`config.mk`:
```
export PLATFORM = sky130hd
export DESIGN_NAME = booth_pp_gen
export DESIGN_NICKNAME = d
export VERILOG_FILES = /design/src/rtl/booth_pkg.sv /design/src/rtl/booth_recoder.sv /design/src/rtl/booth_pp_gen.sv
export SDC_FILE = /design/constraint.sdc
export NUM_CORES = 1
export LEC_CHECK = 0
export CAP_MARGIN = 20
export CORE_MARGIN = 2
export CORE_UTILIZATION = 55
export CTS_BUF_LIST = sky130_fd_sc_hd__clkbuf_2
export DETAILED_ROUTE_END_ITERATION = 8
export MAX_ROUTING_LAYER = met4
export PLACE_DENSITY = 0.82
export SYNTH_ARGS = -nofsm -noshare
export SYNTH_HDL_FRONTEND = slang
export SYNTH_HIERARCHICAL = 1
export SYNTH_SLANG_ARGS = --single-unit
```
`constraint.sdc`:
```
create_clock -name clk -period 2.2 [get_ports clk]
set_clock_uncertainty 0.1 [all_clocks]
set_input_delay 0.55 -clock clk [delete_from_list [all_inputs] [get_ports clk]]
set_output_delay 0.55 -clock clk [all_outputs]
set_load 0.02 [all_outputs]
```
`src/rtl/booth_pkg.sv`:
```
// booth_pkg
//   Shared definitions for the radix-4 Booth partial-product generator:
//   - WIDTH_DEF : default operand width
//   - digit_e   : Booth digit encoding, bit 2 is the sign of the digit
//   - recode()  : multiplier bit triplet {b[2i+1], b[2i], b[2i-1]} -> digit
package booth_pkg;

    localparam int WIDTH_DEF = 12;

    // Bit 2 is the digit sign, bits 1:0 the magnitude (0, 1 or 2).
    typedef enum logic [2:0] {
        ZERO = 3'b000,
        POS1 = 3'b001,
        POS2 = 3'b010,
        NEG1 = 3'b101,
        NEG2 = 3'b110
    } digit_e;

    function automatic digit_e recode(input logic [2:0] trip);
        digit_e d;
        case (trip)
            3'b001, 3'b010: d = POS1;
            3'b011:         d = POS2;
            3'b100:         d = NEG2;
            3'b101, 3'b110: d = NEG1;
            default:        d = ZERO;  // 000 and 111 both encode zero
        endcase
        return d;
    endfunction

endpackage

```
`src/rtl/booth_recoder.sv`:
```
// booth_recoder
//   Combinational generation of one radix-4 Booth partial product.
//   Ports:
//     dig_i : Booth digit for this row
//     a_i   : multiplicand, two's complement, WIDTH bits
//     pp_o  : partial product, WIDTH+1 bits (one's complement when negative)
//     neg_o : +1 correction completing the two's complement negation
module booth_recoder
    import booth_pkg::*;
#(
    parameter int WIDTH = WIDTH_DEF
) (
    input  digit_e             dig_i,
    input  logic [WIDTH-1:0]   a_i,
    output logic [WIDTH:0]     pp_o,
    output logic               neg_o
);

    logic [WIDTH:0] mag;

    always_comb begin
        mag = '0;
        case (dig_i)
            POS1, NEG1: mag = {a_i[WIDTH-1], a_i};
            POS2, NEG2: mag = {a_i, 1'b0};
            default:    mag = '0;
        endcase
        // Negation is split into bitwise invert here plus the +1 on neg_o,
        // which the reduction array absorbs as an extra bit in the column.
        neg_o = (dig_i == NEG1) || (dig_i == NEG2);
        pp_o  = neg_o ? ~mag : mag;
    end

endmodule

```
`src/rtl/booth_pp_gen.sv`:
```
// booth_pp_gen
//   Two-stage registered radix-4 Booth recoder / partial-product generator.
//   Stage 1 captures the multiplicand and the recoded Booth digits; stage 2
//   captures the partial products and negate-correction bits.
//   Ports:
//     clk, rst_n            : clock, asynchronous active-low reset
//     in_valid / in_ready   : operand handshake
//     in_a, in_b            : multiplicand / multiplier, two's complement
//     out_valid / out_ready : result handshake
//     out_pp                : NPP packed partial products, pp_i at [i*(WIDTH+1) +: WIDTH+1]
//     out_neg               : per-row +1 correction at weight 4^i
//   WIDTH must be even and at least 4.
module booth_pp_gen
    import booth_pkg::*;
#(
    parameter  int WIDTH = WIDTH_DEF,
    localparam int NPP   = WIDTH / 2
) (
    input  logic                     clk,
    input  logic                     rst_n,
    input  logic                     in_valid,
    output logic                     in_ready,
    input  logic [WIDTH-1:0]         in_a,
    input  logic [WIDTH-1:0]         in_b,
    output logic                     out_valid,
    input  logic                     out_ready,
    output logic [NPP*(WIDTH+1)-1:0] out_pp,
    output logic [NPP-1:0]           out_neg
);

    localparam int PPW = WIDTH + 1;

    logic                 s1_valid_q, s1_valid_d;
    logic [WIDTH-1:0]     a_q, a_d;
    logic [3*NPP-1:0]     dig_q, dig_d, dig_comb;
    logic                 s2_valid_q, s2_valid_d;
    logic [NPP*PPW-1:0]   pp_q, pp_d, pp_comb;
    logic [NPP-1:0]       neg_q, neg_d, neg_comb;
    logic                 s1_load, s2_load;
    logic [WIDTH:0]       b_ext;

    // Appending b[-1]=0 makes triplet i simply b_ext[2i +: 3].
    assign b_ext = {in_b, 1'b0};

    always_comb begin
        dig_comb = '0;
        for (int i = 0; i < NPP; i++) begin
            dig_comb[3*i +: 3] = recode(b_ext[2*i +: 3]);
        end
    end

    for (genvar g = 0; g < NPP; g++) begin : g_row
        booth_recoder #(.WIDTH(WIDTH)) u_rec (
            .dig_i (digit_e'(dig_q[3*g +: 3])),
            .a_i   (a_q),
            .pp_o  (pp_comb[g*PPW +: PPW]),
            .neg_o (neg_comb[g])
        );
    end

    // Stage 2 is free when empty or draining this cycle; stage 1 is free
    // when empty or moving into stage 2.
    assign s2_load  = s1_valid_q && (!s2_valid_q || out_ready);
    assign in_ready = !s1_valid_q || !s2_valid_q || out_ready;
    assign s1_load  = in_valid && in_ready;

    always_comb begin
        s1_valid_d = s1_valid_q;
        a_d        = a_q;
        dig_d      = dig_q;
        s2_valid_d = s2_valid_q;
        pp_d       = pp_q;
        neg_d      = neg_q;

        if (s1_load) begin
            s1_valid_d = 1'b1;
            a_d        = in_a;
            dig_d      = dig_comb;
        end else if (s2_load) begin
            s1_valid_d = 1'b0;
        end

        if (s2_load) begin
            s2_valid_d = 1'b1;
            pp_d       = pp_comb;
            neg_d      = neg_comb;
        end else if (out_ready) begin
            s2_valid_d = 1'b0;
        end
    end

    // ---- stage 1: multiplicand and Booth digits ----
    always_ff @(posedge clk or negedge rst_n) begin
        if (!rst_n) begin
            s1_valid_q <= 1'b0;
            a_q        <= '0;
            dig_q      <= '0;
        end else begin
            s1_valid_q <= s1_valid_d;
            a_q        <= a_d;
            dig_q      <= dig_d;
        end
    end

    // ---- stage 2: partial products and negate corrections ----
    always_ff @(posedge clk or negedge rst_n) begin
        if (!rst_n) begin
            s2_valid_q <= 1'b0;
            pp_q       <= '0;
            neg_q      <= '0;
        end else begin
            s2_valid_q <= s2_valid_d;
            pp_q       <= pp_d;
            neg_q      <= neg_d;
        end
    end

    assign out_valid = s2_valid_q;
    assign out_pp    = pp_q;
    assign out_neg   = neg_q;

endmodule

```
======== Word-level counts from Yosys, hierarchy flattened ========
Index checks and enable logic that the tools add are counted.
storage, ports and cells
  register bits after elaboration ......... 116
  latch bits .............................. 0
  memory bits (writable) .................. 0
  ROM bits ................................ 0
  output and inout port bits .............. 86
  memories ................................ 0
operators by class
  $add $sub $neg .......................... 0
  multipliers ............................. 0
  div/mod/pow operators ................... 0
  magnitude comparators ................... 0
  equality and inequality tests ........... 57
  shift-type cells ........................ 0
  multiplexer cells ....................... 22
  bitwise logic cells ..................... 6
  reduce and logical (&&, ||, !) cells .... 37
operator list
  cell                count
  $pmux 13 s2         6
  $eq 3x3->1 const B  27
  $mux 13             6
  $not 13->13         6
  $pmux 3 s4          5
  $eq 3x2->1 const B  16
  $reduce_or 2->1     22
  $eq 3x1->1 const B  11
  $logic_or 1x1->1    9
  $pmux 3 s3          1
  $eq 2x2->1 const B  2
  $mux 1              4
  $reduce_bool 2->1   2
  $eq 2x1->1 const B  1
  $logic_and 1x1->1   2
  $logic_not 1->1     2

======== Depth between registers and ports, before layout ========
  depth after elaboration ................. 5
  depth in mapped cells ................... 7
  gate-level depth less buffers ........... 6

======== Cells and area by module ========
Netlist, hierarchy kept.
modules (own cells, without submodules)
  module                              instances  cells an instance  area an instance (um^2)  seq. area each (um^2)
  booth_pp_gen                        1          278                4843.4                   2902.8
  booth_recoder (g_row[0].u_rec ...)  5          55                 387.9                    0.0
  booth_recoder (g_row[2].u_rec)      1          55                 385.4                    0.0

======== Least setup slack after synthesis ========
No wires, ideal clock.
  path type ............................... input to register
  from .................................... input port out_ready
  to ...................................... register a_q[10]
  arrival time ............................ 1.450 ns
  path slack .............................. 0.525 ns
  stages on the path ...................... 5
  cell sequence ........................... nand3b_4 nand2_2 buf_6 buf_8 mux2_4
on the way
  longest elaborated chain between the ends .. 2
ends and longest elaborated chain
  item                  RTL line             text
  start, declared       booth_pp_gen.sv:26   input logic out_ready,
  $logic_or 1x1->1      booth_pp_gen.sv:64   assign in_ready = !s1_valid_q || !s2_valid_q || out_ready;
  $logic_and 1x1->1     booth_pp_gen.sv:65   assign s1_load = in_valid && in_ready;
  end signal, assigned  booth_pp_gen.sv:96   a_q <= '0;
  end signal, assigned  booth_pp_gen.sv:100  a_q <= a_d;
  end, declared         booth_pp_gen.sv:34   logic [WIDTH-1:0] a_q, a_d;
No other way between the ends.
A chain may end at the register's enable or synchronous reset.

======== Worst setup path after layout ========
  from .................................... register pp_q[30], in the netlist out_pp[30]
  to ...................................... output port out_pp[30]
RTL lines
  item                    RTL line             text
  start, declared         booth_pp_gen.sv:37   logic [NPP*PPW-1:0] pp_q, pp_d, pp_comb;
  start signal, assigned  booth_pp_gen.sv:113  pp_q <= pp_d;
  end, declared           booth_pp_gen.sv:27   output logic [NPP*(WIDTH+1)-1:0] out_pp,
No word-level cell between the ends.

==> results.md <==
- Setup TNS: 0 ns
- DRT iter0 DRCs: 380
- Rows: 41
- Placed insts: 884
- RSZ-0062 raised after global routing: false
- Setup Crit Path Kind: reg -> out
- Synth Register Bits: 116
- Vias in the first global route: 5003
- Crit-path leading delay family: flip-flops
- Die area: 14000 um2
- Fin nets: 788
- Ports: 114
- Pin count of the biggest net entering global routing: 65
- Global route overflow: 0
- Max Cap Viol: 0
- Sw frac: 38.8%
- Flop pwr share: 37.1%
- Final Non-Filler Cells: 917
- CTS root buffer: clkbuf_2
- Largest family of logic cells by synthesized area: multiplexers
- Via count: 5038
- Post-CTS Setup Inserts: 0
- Max Fclk: 479 MHz
- Max Transition Viols Final: 0
- CP Data Arrival Time: 1.44 ns
- First-pass GRT wire length: 25.0 mm
- Power density cells: 1060 nW/um2
- Routed vias/inst: 5.49
- DRT Pass-1 Iters: 5
- Synth Area in XOR/XNOR: 9.29%
- Asr flop ratio synth: 100%
- Count of different cell masters after synthesis: 32
- Psw: 3.51 mW
- Drt wl/cell: 17.0 um
- Cells along the critical path: dlygate4sd2_1
- Largest fanout on the critical path: 2
- Overall Power: 9.04 mW
- CTS H-tree lvls: 4
- Most frequent cells in the layout: dfrtp_1, dlygate4sd2_1, nor2_1, xnor2_1, mux2_4
- Crit share post-route: 94.8%
- Clock Sink Count: 116
- CP max stage delay: 0.43 ns
- I/O Buffers: 113
- YS warnings: 6
- Number of enable flip-flop cells after synthesis: 0
- Static Leak: 4.20 nW
- Syn Inst Count: 608
- Status: finished, final reports clean
- Worst rel slew slack: 49.6%
- Clock buffer count from CTS: 17
- Post-synth top flop: dfrtp_1
- Post-synthesis cell area: 7170 um2
- Worst VDD drop: 0.500 mV
- CP required: 1.55 ns
- GRT Resource Usage Total: 23.4%
- CORE AREA: 12700 um2
- Post-synthesis area per instance: 11.8 um2
- Final Hold Vio Count: 0
- Layout area overhead: 19.4%
- CP endpoint kind: primary output
- Tmin final: 2.09 ns
- Area share of and/or/nand/nor cells after synthesis: 6.98%
- Compound-cell area share of the yosys netlist: 10.8%
- PnR worst setup slack: 0.114 ns
- GP Congestion: 0.812
- Worst path buffer plus inverter count: 1
- Die X: 118 um
- Clock Path Buffers: 2
- Post-DRT Antenna Nets: 0
- Share of cells above drive strength 1: 25.1%
- Worst-path clk slew: 0.19 ns
- Final core utilization: 67.5%
- Post-Synth Adder-Cell Area: 4.89%
- Die Height: 118 um
- Min-delay worst type: in -> async
- CP Launch Type: flop
- Clock group share of total power: 15.9%
- Dpl ws: -0.206 ns
- Setup violators final: 0
- Synthesized Nets: 664
- Critical-path top delay cell: dfrtp_1
- Dpl hpwl: 10.8 mm
- CTS tree: done
- Starting Density: 56.6%
- # DRC: 0
- Share of total power in combinational logic: 47.0%
- Worst Tran Pin Value: 0.756 ns
- Final wirelength: 15.6 mm
- Diodes inserted: 0
- Cell Int Power: 5.54 mW
- Initial antenna violation count: 0
- Sequential share of the synthesized area: 40.5%
- Worst-skew pair later-pin latency: 0.68 ns
- Post-synthesis mux area share: 20.9%
- Commonest non-fill, non-tap cell in the layout: dfrtp_1
==> final cells by class <==
class	instances	area, um2
Tap cell	172	215
Timing Repair Buffer	141	1300
Inverter	26	97.6
Clock inverter	11	135
Sequential cell	116	2900
Multi-Input combinational cell	430	3800
Clock buffer	21	105
Fill cell	969	4110
==> layer usage <==
layer	part of all wire (%)	global-route usage [%]	up-vias
met1	44	29.8	2449
li1	-	-	2374
met4	2.0	8.96	0
met5	0	-	-
met2	48	36.9	183
met3	5.7	4.78	32
==> cell usage after synthesis, types with 10 or more instances <==
cell type	instances	share of area, %
dfrtp_1	116	40
nor2_1	72	3.8
xnor2_1	72	8.8
mux2_4	67	14
a22oi_1	66	6.9
mux2_2	43	6.8
ha_1	28	4.9
inv_1	26	1.4
buf_8	13	2.7
nand2_1	10	0.52
nand2b_1	10	0.87
o21ai_0	10	0.70
==> worst paths after layout <==
| path | start | to | slack [ns] | cells past startpoint |
|---|---|---|---|---|
| setup reg to reg | dig_q[10] | out_pp[45] | 0.18 | 6 |
| setup / recovery | out_pp[30] | out_pp[30] | 0.11 | 1 |
| max in group asynchronous | rst_n | out_pp[4] | 1.39 | 3 |
| hold / removal | rst_n | out_pp[39] | 0.29 | 3 |
| hold reg to reg | out_pp[11] | out_pp[11] | 0.42 | 1 |
| min in group clk | in_a[10] | a_q[10] | 0.36 | 2 |
==> kinds of logic (layout without fill, tap and decap cells) <==
logic type | count (synthesis) | after routing
mux | 111 | 111
xor+xnor | 76 | 76
fa+ha+maj | 28 | 28
simple gates | 108 | 108
flops | 116 | 116
buf+inv | 62 | 199
compound gates | 107 | 107
==> state kept, by name (all words and copies together) (netlist names) <==
signal,cells
a_q,12
out_valid,1
s1_valid_q,1
out_neg,6
out_pp,78
dig_q,18
==> repair_timing <==
| item | 4_1_cts | 5_1_grt |
|---|---|---|
| gates cloned | 0 | 0 |
| hold endpoints to repair | 116 | 0 |
| setup endpoints to repair | 86 | 1 |
| hold buffers | 1 | 0 |
| gates resized for setup | 90 | 2 |
==> through the flow <==
stage	cell area, um2	hold slack [ns]
5_1_grt	8560	0.249
4_1_cts	8560	0.242
3_3_place_gp	8420	0.393
2_1_floorplan	7170	0.154
3_5_place_dp	8420	0.392
6_report	8560	0.285
==> power groups by stage <==
stage                     logic [mW]  clock network, mW  registers, mW
after floorplan                 2.34                  0           4.04
after global placement          4.56                  0           3.39
after detailed placement        4.67                  0           3.43
after CTS                       4.26               1.47           3.36
after global routing            4.53               1.57           3.46
final                           4.25               1.44           3.36
(Power assumes the default switching activity.)
